**config.mk**
```make
export PLATFORM = sky130hd
export DESIGN_NAME = iobus_uart_tx
export DESIGN_NICKNAME = d
export VERILOG_FILES = /design/src/rtl/iobus_uart_tx.sv
export SDC_FILE = /design/constraint.sdc
export NUM_CORES = 1
export LEC_CHECK = 0
export CAP_MARGIN = 20
export CORE_ASPECT_RATIO = 0.7
export CORE_MARGIN = 1.5
export CORE_UTILIZATION = 34
export CTS_CLUSTER_SIZE = 30
export DETAILED_ROUTE_END_ITERATION = 6
export PLACE_DENSITY_LB_ADDON = 0.2
export SETUP_SLACK_MARGIN = 0.4
export SYNTH_ARGS = -nofsm -noshare
export SYNTH_HDL_FRONTEND = slang
export SYNTH_SLANG_ARGS = --single-unit
```
**constraint.sdc**
```tcl
create_clock -name CLK -period 6.41 [get_ports CLK]
set_input_delay 0.9615 -clock CLK [delete_from_list [all_inputs] [get_ports CLK]]
set_output_delay 0.9615 -clock CLK [all_outputs]
set_load 0.01 [all_outputs]
```
**src/rtl/iobus_uart_tx.sv**
```systemverilog
// Memory-mapped 8N1 UART transmitter on the MCU IOBUS.
// Stores to BASE_ADDR queue a byte in a FIFO; STATUS is readable at BASE_ADDR+4.
module iobus_uart_tx #(
    parameter int          CLK_RATE   = 50,
    parameter int          BAUD       = 115200,
    parameter int          FIFO_DEPTH = 8,
    parameter logic [31:0] BASE_ADDR  = 32'h11000040
) (
    input  logic        CLK,
    input  logic        RESET,
    input  logic [31:0] IOBUS_ADDR,
    input  logic [31:0] IOBUS_OUT,
    input  logic        IOBUS_WR,
    output logic [31:0] RD_DATA,
    output logic        TX,
    output logic        BUSY
);
    localparam int DIV   = (CLK_RATE * 1000000) / BAUD;
    localparam int CNT_W = $clog2(DIV);
    localparam int PTR_W = $clog2(FIFO_DEPTH);
    localparam int CW    = PTR_W + 1;

    localparam logic [CNT_W-1:0] BAUD_LAST   = CNT_W'(DIV - 1);
    localparam logic [CNT_W-1:0] BAUD_ONE    = CNT_W'(1);
    localparam logic [PTR_W-1:0] PTR_ONE     = PTR_W'(1);
    localparam logic [CW-1:0]    CNT_ONE     = CW'(1);
    localparam logic [CW-1:0]    FIFO_FULL   = CW'(FIFO_DEPTH);
    localparam logic [31:0]      STATUS_ADDR = BASE_ADDR + 32'd4;

    typedef enum logic [1:0] {
        ST_IDLE  = 2'd0,
        ST_START = 2'd1,
        ST_DATA  = 2'd2,
        ST_STOP  = 2'd3
    } state_t;

    logic [7:0]       r_mem [FIFO_DEPTH];
    logic [PTR_W-1:0] r_wr_ptr;
    logic [PTR_W-1:0] r_rd_ptr;
    logic [CW-1:0]    r_count;
    logic             r_overflow;

    state_t           r_state;
    logic [CNT_W-1:0] r_baud_cnt;
    logic [2:0]       r_bit_idx;
    logic [7:0]       r_shift;

    state_t           w_state_nxt;
    logic [CNT_W-1:0] w_baud_nxt;
    logic [2:0]       w_bit_nxt;
    logic [7:0]       w_shift_nxt;
    logic             w_tx_nxt;
    logic             w_busy_nxt;

    logic w_wr_data;
    logic w_wr_status;
    logic w_full;
    logic w_empty;
    logic w_push;
    logic w_pop;
    logic w_baud_done;
    logic w_unused_data;

    assign w_wr_data     = IOBUS_WR && (IOBUS_ADDR == BASE_ADDR);
    assign w_wr_status   = IOBUS_WR && (IOBUS_ADDR == STATUS_ADDR);
    assign w_full        = (r_count == FIFO_FULL);
    assign w_empty       = (r_count == '0);
    // A full FIFO drops the byte even when a pop frees a slot this cycle.
    assign w_push        = w_wr_data && !w_full;
    assign w_pop         = (r_state == ST_IDLE) && !w_empty;
    assign w_baud_done   = (r_baud_cnt == BAUD_LAST);
    assign w_unused_data = ^IOBUS_OUT[31:8];

    // FIFO storage, written only on an accepted push
    always_ff @(posedge CLK) begin
        if (w_push) begin
            r_mem[r_wr_ptr] <= IOBUS_OUT[7:0];
        end
    end

    // FIFO pointers, occupancy and sticky overflow flag
    always_ff @(posedge CLK or posedge RESET) begin
        if (RESET) begin
            r_wr_ptr   <= '0;
            r_rd_ptr   <= '0;
            r_count    <= '0;
            r_overflow <= 1'b0;
        end else begin
            if (w_push) begin
                r_wr_ptr <= r_wr_ptr + PTR_ONE;
            end
            if (w_pop) begin
                r_rd_ptr <= r_rd_ptr + PTR_ONE;
            end
            case ({w_push, w_pop})
                2'b10:   r_count <= r_count + CNT_ONE;
                2'b01:   r_count <= r_count - CNT_ONE;
                default: r_count <= r_count;
            endcase
            if (w_wr_data && w_full) begin
                r_overflow <= 1'b1;
            end else if (w_wr_status) begin
                r_overflow <= 1'b0;
            end
        end
    end

    // FSM state register and bit-timing datapath
    always_ff @(posedge CLK or posedge RESET) begin
        if (RESET) begin
            r_state    <= ST_IDLE;
            r_baud_cnt <= '0;
            r_bit_idx  <= 3'd0;
            r_shift    <= 8'h00;
        end else begin
            r_state    <= w_state_nxt;
            r_baud_cnt <= w_baud_nxt;
            r_bit_idx  <= w_bit_nxt;
            r_shift    <= w_shift_nxt;
        end
    end

    // Next-state logic: each non-IDLE state lasts DIV cycles
    always_comb begin
        w_state_nxt = r_state;
        w_baud_nxt  = r_baud_cnt + BAUD_ONE;
        w_bit_nxt   = r_bit_idx;
        w_shift_nxt = r_shift;
        case (r_state)
            ST_IDLE: begin
                w_baud_nxt = '0;
                if (w_pop) begin
                    w_state_nxt = ST_START;
                    w_shift_nxt = r_mem[r_rd_ptr];
                    w_bit_nxt   = 3'd0;
                end else begin
                    w_state_nxt = ST_IDLE;
                end
            end
            ST_START: begin
                if (w_baud_done) begin
                    w_state_nxt = ST_DATA;
                    w_baud_nxt  = '0;
                    w_bit_nxt   = 3'd0;
                end else begin
                    w_state_nxt = ST_START;
                end
            end
            ST_DATA: begin
                if (w_baud_done) begin
                    w_baud_nxt  = '0;
                    w_shift_nxt = {1'b0, r_shift[7:1]};
                    if (r_bit_idx == 3'd7) begin
                        w_state_nxt = ST_STOP;
                    end else begin
                        w_bit_nxt = r_bit_idx + 3'd1;
                    end
                end else begin
                    w_state_nxt = ST_DATA;
                end
            end
            ST_STOP: begin
                if (w_baud_done) begin
                    w_state_nxt = ST_IDLE;
                    w_baud_nxt  = '0;
                end else begin
                    w_state_nxt = ST_STOP;
                end
            end
            default: begin
                w_state_nxt = ST_IDLE;
                w_baud_nxt  = '0;
            end
        endcase
    end

    // Output decode from the upcoming state so TX and BUSY can be registered without lag
    always_comb begin
        w_tx_nxt = 1'b1;
        case (w_state_nxt)
            ST_IDLE:  w_tx_nxt = 1'b1;
            ST_START: w_tx_nxt = 1'b0;
            ST_DATA:  w_tx_nxt = w_shift_nxt[0];
            ST_STOP:  w_tx_nxt = 1'b1;
            default:  w_tx_nxt = 1'b1;
        endcase
        // A store landing on the stop-to-idle edge keeps BUSY up across the gap cycle.
        w_busy_nxt = (w_state_nxt != ST_IDLE) || !w_empty
                     || (w_push && (r_state != ST_IDLE));
    end

    // Registered serial line and busy flag
    always_ff @(posedge CLK or posedge RESET) begin
        if (RESET) begin
            TX   <= 1'b1;
            BUSY <= 1'b0;
        end else begin
            TX   <= w_tx_nxt;
            BUSY <= w_busy_nxt;
        end
    end

    // STATUS read mux
    always_comb begin
        RD_DATA = 32'h0000_0000;
        if (IOBUS_ADDR == STATUS_ADDR) begin
            RD_DATA = {16'h0000, 8'(r_count), 4'h0, r_overflow,
                       (r_state != ST_IDLE), w_empty, w_full};
        end else begin
            RD_DATA = 32'h0000_0000;
        end
    end

endmodule

```
==> results of run 1 <==
## worst max-delay path, delay by kind of cell
kind	cells	cell delay [ns]
buf+inv	2	0.95
simple gates	4	1.41
## worst paths after layout
kind                                        start                     end  slack, ns  cells past startpoint
min                        r_overflow$_DFFE_PP0P_  r_overflow$_DFFE_PP0P_       0.49                      1
min in group asynchronous                   RESET          BUSY$_DFF_PP0_       1.02                      3
max reg2reg                r_count[1]$_DFFE_PP0P_  r_count[2]$_DFFE_PP0P_       3.49                     10
max in group asynchronous                   RESET            TX$_DFF_PP1_       5.04                      3
max                                 IOBUS_ADDR[1]              RD_DATA[8]       2.13                      6
min reg2reg                r_overflow$_DFFE_PP0P_  r_overflow$_DFFE_PP0P_       0.49                      1
## Yosys cell counts, types with 3 or more instances
cell      count
edfxtp_1     64
dfrtp_1      34
buf_4        26
nand2_1      18
nor2_1       17
mux4_2       14
nor4_1       13
ha_1         12
mux2i_1      12
xor2_1        8
nor4b_1       7
xnor2_1       7
and2_1        6
buf_2         6
inv_1         6
nand3_1       6
a21oi_1       5
a221o_1       5
nand2b_1      5
clkbuf_1      4
nand4_1       4
nor2b_1       4
o21ai_0       4
and4_1        3
nand3b_1      3
nor3_1        3
## per-stage QoR
step	instances	hold slack (ns)
2_1_floorplan	360	0.448
3_3_place_gp	567	0.467
3_5_place_dp	567	0.469
4_1_cts	583	0.488
5_1_grt	584	0.522
6_report	584	0.493
## power by group
| group | total [mW] | switching, mW | internal (mW) |
|---|---|---|---|
| registers | 0.714 | 0.0118 | 0.702 |
| logic | 0.0676 | 0.0280 | 0.0396 |
| clock network | 0.491 | 0.231 | 0.261 |
## state kept, by name, indices dropped and copies added (netlist names)
signal      cells
r_mem          64
BUSY            1
r_rd_ptr        3
r_state         2
TX              1
r_wr_ptr        3
r_bit_idx       3
r_count         4
r_shift         8
r_baud_cnt      9
r_overflow      1
## cell usage in the layout (no fill, tap or decap), drive strengths merged, types with 3 or more instances in the layout
| master | instances |
|---|---|
| conb | 24 |
| inv | 9 |
| nand2b | 5 |
| o21ai | 4 |
| dfrtp | 34 |
| nand2 | 18 |
| edfxtp | 64 |
| nor4b | 9 |
| nor2 | 18 |
| nor3 | 3 |
| mux2 | 3 |
| clkdlybuf4s50 | 52 |
| nor2b | 4 |
| clkinv | 4 |
| clkbuf | 10 |
| xnor2 | 7 |
| nor4 | 14 |
| xor2 | 8 |
| buf | 10 |
| mux2i | 12 |
| a221o | 5 |
| mux4 | 14 |
| ha | 12 |
| nand3 | 6 |
| and2 | 6 |
| nand3b | 3 |
| and4 | 3 |
| a21oi | 5 |
| nand4 | 4 |
## kinds of logic after synthesis
group,synth area share [%]
compound gates,4.85
xor+xnor,2.77
fa+ha+maj,3.16
buf+inv,6.36
flops,59.0
mux,9.89
other cells,0.0790
simple gates,13.9
## layer usage
layer | GRT usage [%] | vias to the layer above
met5 | 0 | -
met4 | 4.90 | 0
met3 | 3.56 | 10
met2 | 19.8 | 91
met1 | 19.3 | 1330
li1 | - | 1343
## final cells by class
cell class | instances | area share (%)
repair buffers | 63 | 10.6
well taps | 185 | 4.07
flip-flops and latches | 99 | 49.2
clock inverters | 7 | 0.770
inverters | 8 | 0.528
multi-input cells | 213 | 30.9
clock buffers | 9 | 3.96
==> impl_metrics.env, run 1 <==
export IMPL_tns_ns=0
export IMPL_drive_gt1_share_pct=14.0
export IMPL_firstDrtPassIters=5
export IMPL_nFillCells=1244
export IMPL_n_antenna_cell=0
export IMPL_placed_cell_area_mm2=0.00541
export IMPL_slew_viol_final=0
export IMPL_critical_path_class="input port to output pin"
export IMPL_wire_per_inst_um=15.1
export IMPL_cp_max_fo=6
export IMPL_start_util_pct=35.4
export IMPL_fin_util_pct=42.4
export IMPL_synth_cell_types=59
export IMPL_grt_pass1_wl_mm=14.6
export IMPL_cpMostUsedCell="clkdlybuf4s50_1"
export IMPL_via_per_inst=4.75
export IMPL_vias=2774
export IMPL_cts_buffer_depth=2
export IMPL_slew_headroom_pct=41.1
export IMPL_dp_hpwl_mm=5.99
export IMPL_critPathArrivalTime_ns=3.32
export IMPL_drc_errors=0
export IMPL_cts_buffers=9
export IMPL_peakVddDrop_mv=0.131
export IMPL_postRouteAntennaNets=0
export IMPL_outcome="finished clean"
export IMPL_clk_pin_slew_ns=0.07
export IMPL_final_hold_viol_count=0
export IMPL_placementRows=35
export IMPL_port_buffers=52
export IMPL_cp_end_kind="output pin"
export IMPL_worst_slack_ns=2.13
export IMPL_cts_resized=0
export IMPL_syn_area_mm2=0.00474
export IMPL_cp_start_kind="input port"
export IMPL_syn_inst=337
export IMPL_yosysWarnings=0
export IMPL_fin_crit_sh_pct=66.8
export IMPL_dp_slack_ns=2.09
export IMPL_synth_top_area_cell="edfxtp_1"
export IMPL_ios=101
export IMPL_fin_skew_ns=0.00361
export IMPL_fin_crit_ns=4.28
export IMPL_grt_max_degree=36
export IMPL_finalPower_mw=1.27
export IMPL_seq_area_frac_synth_pct=59.0
export IMPL_regArea_mm2=0.00280
export IMPL_core_mm2=0.0134
export IMPL_drt_initial_drc_count=153
export IMPL_nets=473
export IMPL_cts_max_level=3
export IMPL_fp_dieW_um=144
export IMPL_required_ns=5.45
export IMPL_maxCapViolations=0
export IMPL_top_layer="met4"
export IMPL_postCtsHoldBufs=0
export IMPL_avgSynthCellArea_um2=14.1
export IMPL_gp_congestion=0.755
export IMPL_rsz0062_at_grt="no"
export IMPL_synth_edf_count=64
export IMPL_critical_path_slowest_cell="clkdlybuf4s50_1"
export IMPL_wirelength_mm=8.81
export IMPL_ys_async_sr_fraction_pct=35.4
export IMPL_synth_flop_cell="edfxtp_1"
export IMPL_hold_class="flip-flop to flip-flop"
export IMPL_synth_top_cell_area_share_pct=40.5
export IMPL_wl_met1_mm=4.46
export IMPL_postLayoutCellArea_mm2=0.00569
export IMPL_wl_met3_um=424
export IMPL_synth_area_leaders="edfxtp_1 (41%), dfrtp_1 (18%), mux4_2 (6.6%), buf_4 (4.1%), ha_1 (3.2%)"
export IMPL_grtUsageTotal_pct=13.5
export IMPL_multiInputGateArea_mm2=0.00176
export IMPL_post_cts_buffers=0
export IMPL_clock_sinks=99
export IMPL_worstMarginPinSlew_ns=0.884
export IMPL_grt_overflow=0
export IMPL_synth_seq_cells=99
export IMPL_fmax_ghz=0.233
export IMPL_antenna_found_initial=0
export IMPL_powerDensity_mw_per_mm2=224
export IMPL_cts_root_buffer_cell="clkbuf_16"
export IMPL_dieArea_mm2=0.0147
export IMPL_grt_pass1_vias=2716
export IMPL_clock_insertion_delay_worst_skew_ns=0.34
export IMPL_cellLeakagePower_nw=2.05
export IMPL_setup_viol=0
export IMPL_area_growth_pct=19.9
export IMPL_chipHeight_um=102
export IMPL_crit_chain="clkdlybuf4s50_1 > nor4_1 > nand4_1 > nor3_1 > and2_1 > clkdlybuf4s50_1"
export IMPL_wl_met2_mm=3.80
export IMPL_critPathMaxStageDelay_ns=0.55
export IMPL_cts_tree="built"
(Power assumes the default switching activity.)
==> run 2, diff against run 1 <==
Clock period 6.41 ns to 4.2 ns, I/O delays scaled along.
==> run 2 against run 1 <==
- via count is 1.8% higher
- cell count is 0.51% higher
- sequential share of layout area is 0.71 points lower
- clock-buffer cell count stayed put
- worst setup slack worse by 1.5 ns
- clock power is 75% higher
- wire length is 3.3% higher
- core utilization is 0.63 points higher
- combinational power is 61% higher
- sequential power is 53% higher
- critical path type unchanged
==> impl_metrics.env, run 2 (synthesis gave the netlist of run 1 again) <==
export IMPL_outcome="finished clean"
export IMPL_postCtsHoldBufs=0
export IMPL_worstMarginPinSlew_ns=0.889
export IMPL_tns_ns=0
export IMPL_clk_pin_slew_ns=0.06
export IMPL_grt_pass1_wl_mm=14.6
export IMPL_dp_hpwl_mm=6.33
export IMPL_port_buffers=52
export IMPL_vias=2823
export IMPL_via_per_inst=4.81
export IMPL_postRouteAntennaNets=0
export IMPL_cts_buffers=9
export IMPL_core_mm2=0.0134
export IMPL_ios=101
export IMPL_rsz0062_at_grt="no"
export IMPL_clock_sinks=99
export IMPL_peakVddDrop_mv=0.226
export IMPL_top_regs="r_mem: 64 flops, r_baud_cnt: 9 flops, r_shift: 8 flops"
export IMPL_n_antenna_cell=0
export IMPL_regArea_mm2=0.00280
export IMPL_regMostFlops="r_mem"
export IMPL_nets=476
export IMPL_cts_buffer_depth=2
export IMPL_setup_viol=0
export IMPL_largest_register_ffs=64
export IMPL_fin_crit_sh_pct=84.3
export IMPL_placementRows=35
export IMPL_grt_max_degree=25
export IMPL_chipHeight_um=102
export IMPL_post_cts_buffers=0
export IMPL_final_cell_mix="edfxtp_1 (64), clkdlybuf4s50_1 (52), dfrtp_1 (34), conb_1 (24), nand2_1 (18)"
export IMPL_fin_skew_ns=0.00913
export IMPL_drive_gt1_share_pct=15.4
export IMPL_powerDensity_mw_per_mm2=357
export IMPL_cp_end_kind="output pin"
export IMPL_hold_class="flip-flop to flip-flop"
export IMPL_antenna_found_initial=0
export IMPL_wire_per_inst_um=15.5
export IMPL_final_hold_viol_count=0
export IMPL_drc_errors=0
export IMPL_final_common_cell="edfxtp_1"
export IMPL_dieArea_mm2=0.0147
export IMPL_area_growth_pct=21.7
export IMPL_fin_cells=587
export IMPL_fin_crit_ns=3.54
export IMPL_slew_viol_final=0
export IMPL_slew_headroom_pct=40.6
export IMPL_required_ns=3.57
export IMPL_cp_max_fo=6
export IMPL_cts_resized=0
export IMPL_nFillCells=1242
export IMPL_cellLeakagePower_nw=2.09
export IMPL_grtUsageTotal_pct=13.4
export IMPL_start_util_pct=35.4
export IMPL_fp_dieW_um=144
export IMPL_multiInputGateArea_mm2=0.00176
export IMPL_maxCapViolations=0
export IMPL_cts_root_buffer_cell="clkbuf_16"
export IMPL_gp_congestion=0.762
export IMPL_wirelength_mm=9.11
export IMPL_cts_max_level=3
export IMPL_dp_cells=569
export IMPL_fmax_ghz=0.283
export IMPL_drt_initial_drc_count=137
export IMPL_grt_overflow=0
export IMPL_grt_pass1_vias=2711
export IMPL_firstDrtPassIters=4
export IMPL_cp_start_kind="input port"
export IMPL_cts_tree="built"
export IMPL_clock_insertion_delay_worst_skew_ns=0.35
export IMPL_critPathArrivalTime_ns=2.91
export IMPL_critical_path_class="input port to output pin"
[run 2: changes by cell type in the layout (fill, tap and decap cells not counted), sizes merged]
cell	change
bufinv	+1
inv	+2
clkinv	-3
buf	+3
[run 2: through the flow]
stage / utilization, % / total power, mW / area, µm² / worst slack, ns / hold WS [ns]
after floorplan: - / 1.17 / 4830 / 1.35 / 0.448
after global placement: 40.5 / 1.21 / 5430 / 0.631 / 0.470
after detailed placement: 40.5 / 1.22 / 5430 / 0.597 / 0.488
after CTS: 42.8 / 2.08 / 5740 / 0.575 / 0.497
after global routing: 43.1 / 2.13 / 5770 / 0.438 / 0.518
final: 43.1 / 2.06 / 5770 / 0.660 / 0.492
[run 2: path summary, 6_finish.rpt]
path | startpoint | endpoint | slack (ns) | cells past startpoint
max in group asynchronous | RESET | r_rd_ptr[1]$_DFFE_PP0P_ | 2.95 | 4
min reg2reg | r_baud_cnt[0]$_DFF_PP0_ | r_baud_cnt[0]$_DFF_PP0_ | 0.49 | 1
min | r_baud_cnt[0]$_DFF_PP0_ | r_baud_cnt[0]$_DFF_PP0_ | 0.49 | 1
max | IOBUS_ADDR[13] | RD_DATA[8] | 0.66 | 6
min in group asynchronous | RESET | r_count[2]$_DFFE_PP0P_ | 0.59 | 2
max reg2reg | r_count[1]$_DFFE_PP0P_ | r_count[2]$_DFFE_PP0P_ | 1.51 | 10
[run 2: area by class of cell]
| class | count | area share (%) |
|---|---|---|
| Sequential cell | 99 | 48.5 |
| Multi-Input combinational cell | 213 | 30.4 |
| Timing Repair Buffer | 66 | 11.2 |
| Tap cell | 185 | 4.01 |
| Clock buffer | 9 | 3.90 |
| Clock inverter | 7 | 1.47 |
| Inverter | 8 | 0.520 |
[run 2: power breakdown]
part / internal [mW] / switching, mW
sequential: 1.07 / 0.0203
combinational: 0.0634 / 0.0456
clock: 0.474 / 0.387
total: 1.61 / 0.453
[run 2: critical path: stages]
cell             delay, ns
clkdlybuf4s50_1       0.41
nor4_1                0.35
nand4_1               0.24
nor3_1                0.52
and2_1                0.20
clkdlybuf4s50_1       0.55
[run 2: routing by layer]
layer | GRT usage [%] | vias up | wire length [µm]
met5 | 0 | - | 0
met4 | 5.13 | 0 | 126
met3 | 3.28 | 8 | 455
met2 | 19.6 | 92 | 4070
met1 | 19.2 | 1377 | 4460
li1 | - | 1346 | -
==> run 3, diff against run 2 <==
Clock period 4.2 ns to 3.6 ns, I/O delays scaled along.
==> run 3 against run 2 <==
- clock power increased by 23%
- via count decreased by 0.67%
- clock-buffer cell count unchanged
- clock skew decreased by 0.0017 ns
- largest power group unchanged
- cell count increased by 0.68%
- critical endpoint is now RD_DATA[9]
- sequential power increased by 17%
- core utilization increased by 0.54 points
==> impl_metrics.env, run 3 (synthesis gave the netlist of run 1 again) <==
export IMPL_drt_initial_drc_count=122
export IMPL_gp_congestion=0.746
export IMPL_postRouteAntennaNets=0
export IMPL_drc_errors=0
export IMPL_dp_hpwl_mm=6.24
export IMPL_cp_start_kind="input port"
export IMPL_start_util_pct=35.4
export IMPL_cellLeakagePower_nw=2.18
export IMPL_reg2reg_to="r_count[2]$_DFFE_PP0P_"
export IMPL_clk_pin_slew_ns=0.07
export IMPL_critPathMaxStageDelay_ns=0.54
export IMPL_setup_viol=0
export IMPL_maxCapViolations=0
export IMPL_min_to="r_overflow$_DFFE_PP0P_"
export IMPL_cpMostUsedCell="clkdlybuf4s50_1"
export IMPL_wl_met1_mm=4.60
export IMPL_drive_gt1_share_pct=17.5
export IMPL_critPathArrivalTime_ns=2.52
export IMPL_via_per_inst=4.74
export IMPL_grt_overflow=0
export IMPL_firstDrtPassIters=4
export IMPL_rsz0062_at_grt="no"
export IMPL_hold_depth=1
export IMPL_worstHoldStart="r_overflow$_DFFE_PP0P_"
export IMPL_postCtsHoldBufs=0
export IMPL_top_regs="r_mem: 64 flops, r_baud_cnt: 9 flops, r_shift: 8 flops"
export IMPL_slew_viol_final=0
export IMPL_fin_skew_ns=0.00745
export IMPL_dieArea_mm2=0.0147
export IMPL_fin_crit_sh_pct=85.0
export IMPL_antenna_found_initial=0
export IMPL_vias=2804
export IMPL_cp_max_fo=6
export IMPL_rrSetupSlack_ns=0.93
export IMPL_cts_buffer_depth=2
export IMPL_cts_max_level=3
export IMPL_area_growth_pct=23.2
export IMPL_fin_util_pct=43.6
export IMPL_grt_pass1_vias=2837
export IMPL_fin_crit_ns=3.06
export IMPL_largest_register_ffs=64
export IMPL_tns_ns=0
export IMPL_cts_buffers=9
export IMPL_worstMarginPinSlew_ns=0.892
export IMPL_core_mm2=0.0134
export IMPL_wirelength_mm=9.15
export IMPL_critical_path_class="input port to output pin"
export IMPL_rr_startpoint="r_count[1]$_DFFE_PP0P_"
export IMPL_outcome="finished clean"
export IMPL_port_buffers=52
export IMPL_cp_end_kind="output pin"
export IMPL_reg2reg_depth=11
export IMPL_critical_path_slowest_cell="clkdlybuf4s50_1"
export IMPL_slew_headroom_pct=40.6
export IMPL_fmax_ghz=0.327
export IMPL_wire_per_inst_um=15.5
export IMPL_top_layer="met4"
export IMPL_grt_pass1_wl_mm=14.8
export IMPL_required_ns=3.06
export IMPL_placementRows=35
export IMPL_hold_class="flip-flop to flip-flop"
export IMPL_n_antenna_cell=0
export IMPL_crit_chain="clkdlybuf4s50_1 > nor4_1 > nand4_1 > nor3_1 > buf_4 > and2_1 > clkdlybuf4s50_1"
export IMPL_powerDensity_mw_per_mm2=420
export IMPL_final_cell_mix="edfxtp_1 (64), clkdlybuf4s50_1 (49), dfrtp_1 (34), conb_1 (24)"
export IMPL_peakVddDrop_mv=0.283
export IMPL_cts_tree="built"
export IMPL_clock_sinks=99
export IMPL_clock_insertion_delay_worst_skew_ns=0.34
export IMPL_fp_dieW_um=144
export IMPL_cts_root_buffer_cell="clkbuf_16"
export IMPL_final_common_cell="edfxtp_1"
export IMPL_grtUsageTotal_pct=13.7
export IMPL_grt_max_degree=24
export IMPL_finalPower_mw=2.45
export IMPL_ios=101
export IMPL_regMostFlops="r_mem"
export IMPL_wl_met3_um=433
export IMPL_wl_met2_mm=4.03
export IMPL_nets=480
export IMPL_final_hold_viol_count=0
export IMPL_chipHeight_um=102
## run 3: worst max-delay path, delay by kind of cell
family                 cells  cell delay (ns)
buffers and inverters      3             1.10
AND/OR/NAND/NOR            4             0.87
## run 3: how the worst max path moves through the flow
stage,startpoint,to,slack (ns),depth (start not counted)
3_3_place_gp,IOBUS_ADDR[1],r_count[2]$_DFFE_PP0P_,0.43,12
3_5_place_dp,IOBUS_ADDR[22],r_count[2]$_DFFE_PP0P_,0.37,12
2_1_floorplan,IOBUS_ADDR[22],r_mem[3][0]$_DFFE_PP_,0.84,5
4_1_cts,IOBUS_ADDR[1],RD_DATA[8],0.40,7
5_1_grt,IOBUS_ADDR[9],RD_DATA[9],0.41,7
6_report,IOBUS_ADDR[8],RD_DATA[9],0.54,7
## run 3: cell type report
type                    instances  area (µm²)
clock buffers                   9         225
clock inverters                 7         109
inverters                       8        30.0
multi-input cells             213        1790
fillers                      1231        7560
flip-flops and latches         99        2800
well taps                     185         231
repair buffers                 70         663
## run 3: repair_timing
item / CTS / global route
resized for setup: 0 / 8
setup buffers: 0 / 2
setup endpoints to repair: 0 / 8
## run 3: power by group
group | switching, mW | total [mW] | internal (mW)
clock | 0.437 | 1.06 | 0.622
sequential | 0.0225 | 1.27 | 1.25
combinational | 0.0511 | 0.123 | 0.0716
total | 0.510 | 2.45 | 1.94
## run 3: layer usage
| metal | global-route usage (%) | vias to the layer above |
|---|---|---|
| li1 | - | 1356 |
| met1 | 19.3 | 1355 |
| met2 | 20.6 | 86 |
| met3 | 3.75 | 7 |
| met4 | 4.20 | 0 |
| met5 | 0 | - |
## run 3: through the flow
step	cell area [µm²]	setup slack, ns	hold slack (ns)	instances
global placement	5460	0.429	0.471	573
detailed placement	5460	0.372	0.477	573
finish	5840	0.539	0.491	591
floorplan	4830	0.840	0.448	360
global route	5840	0.411	0.508	591
CTS	5790	0.404	0.497	589
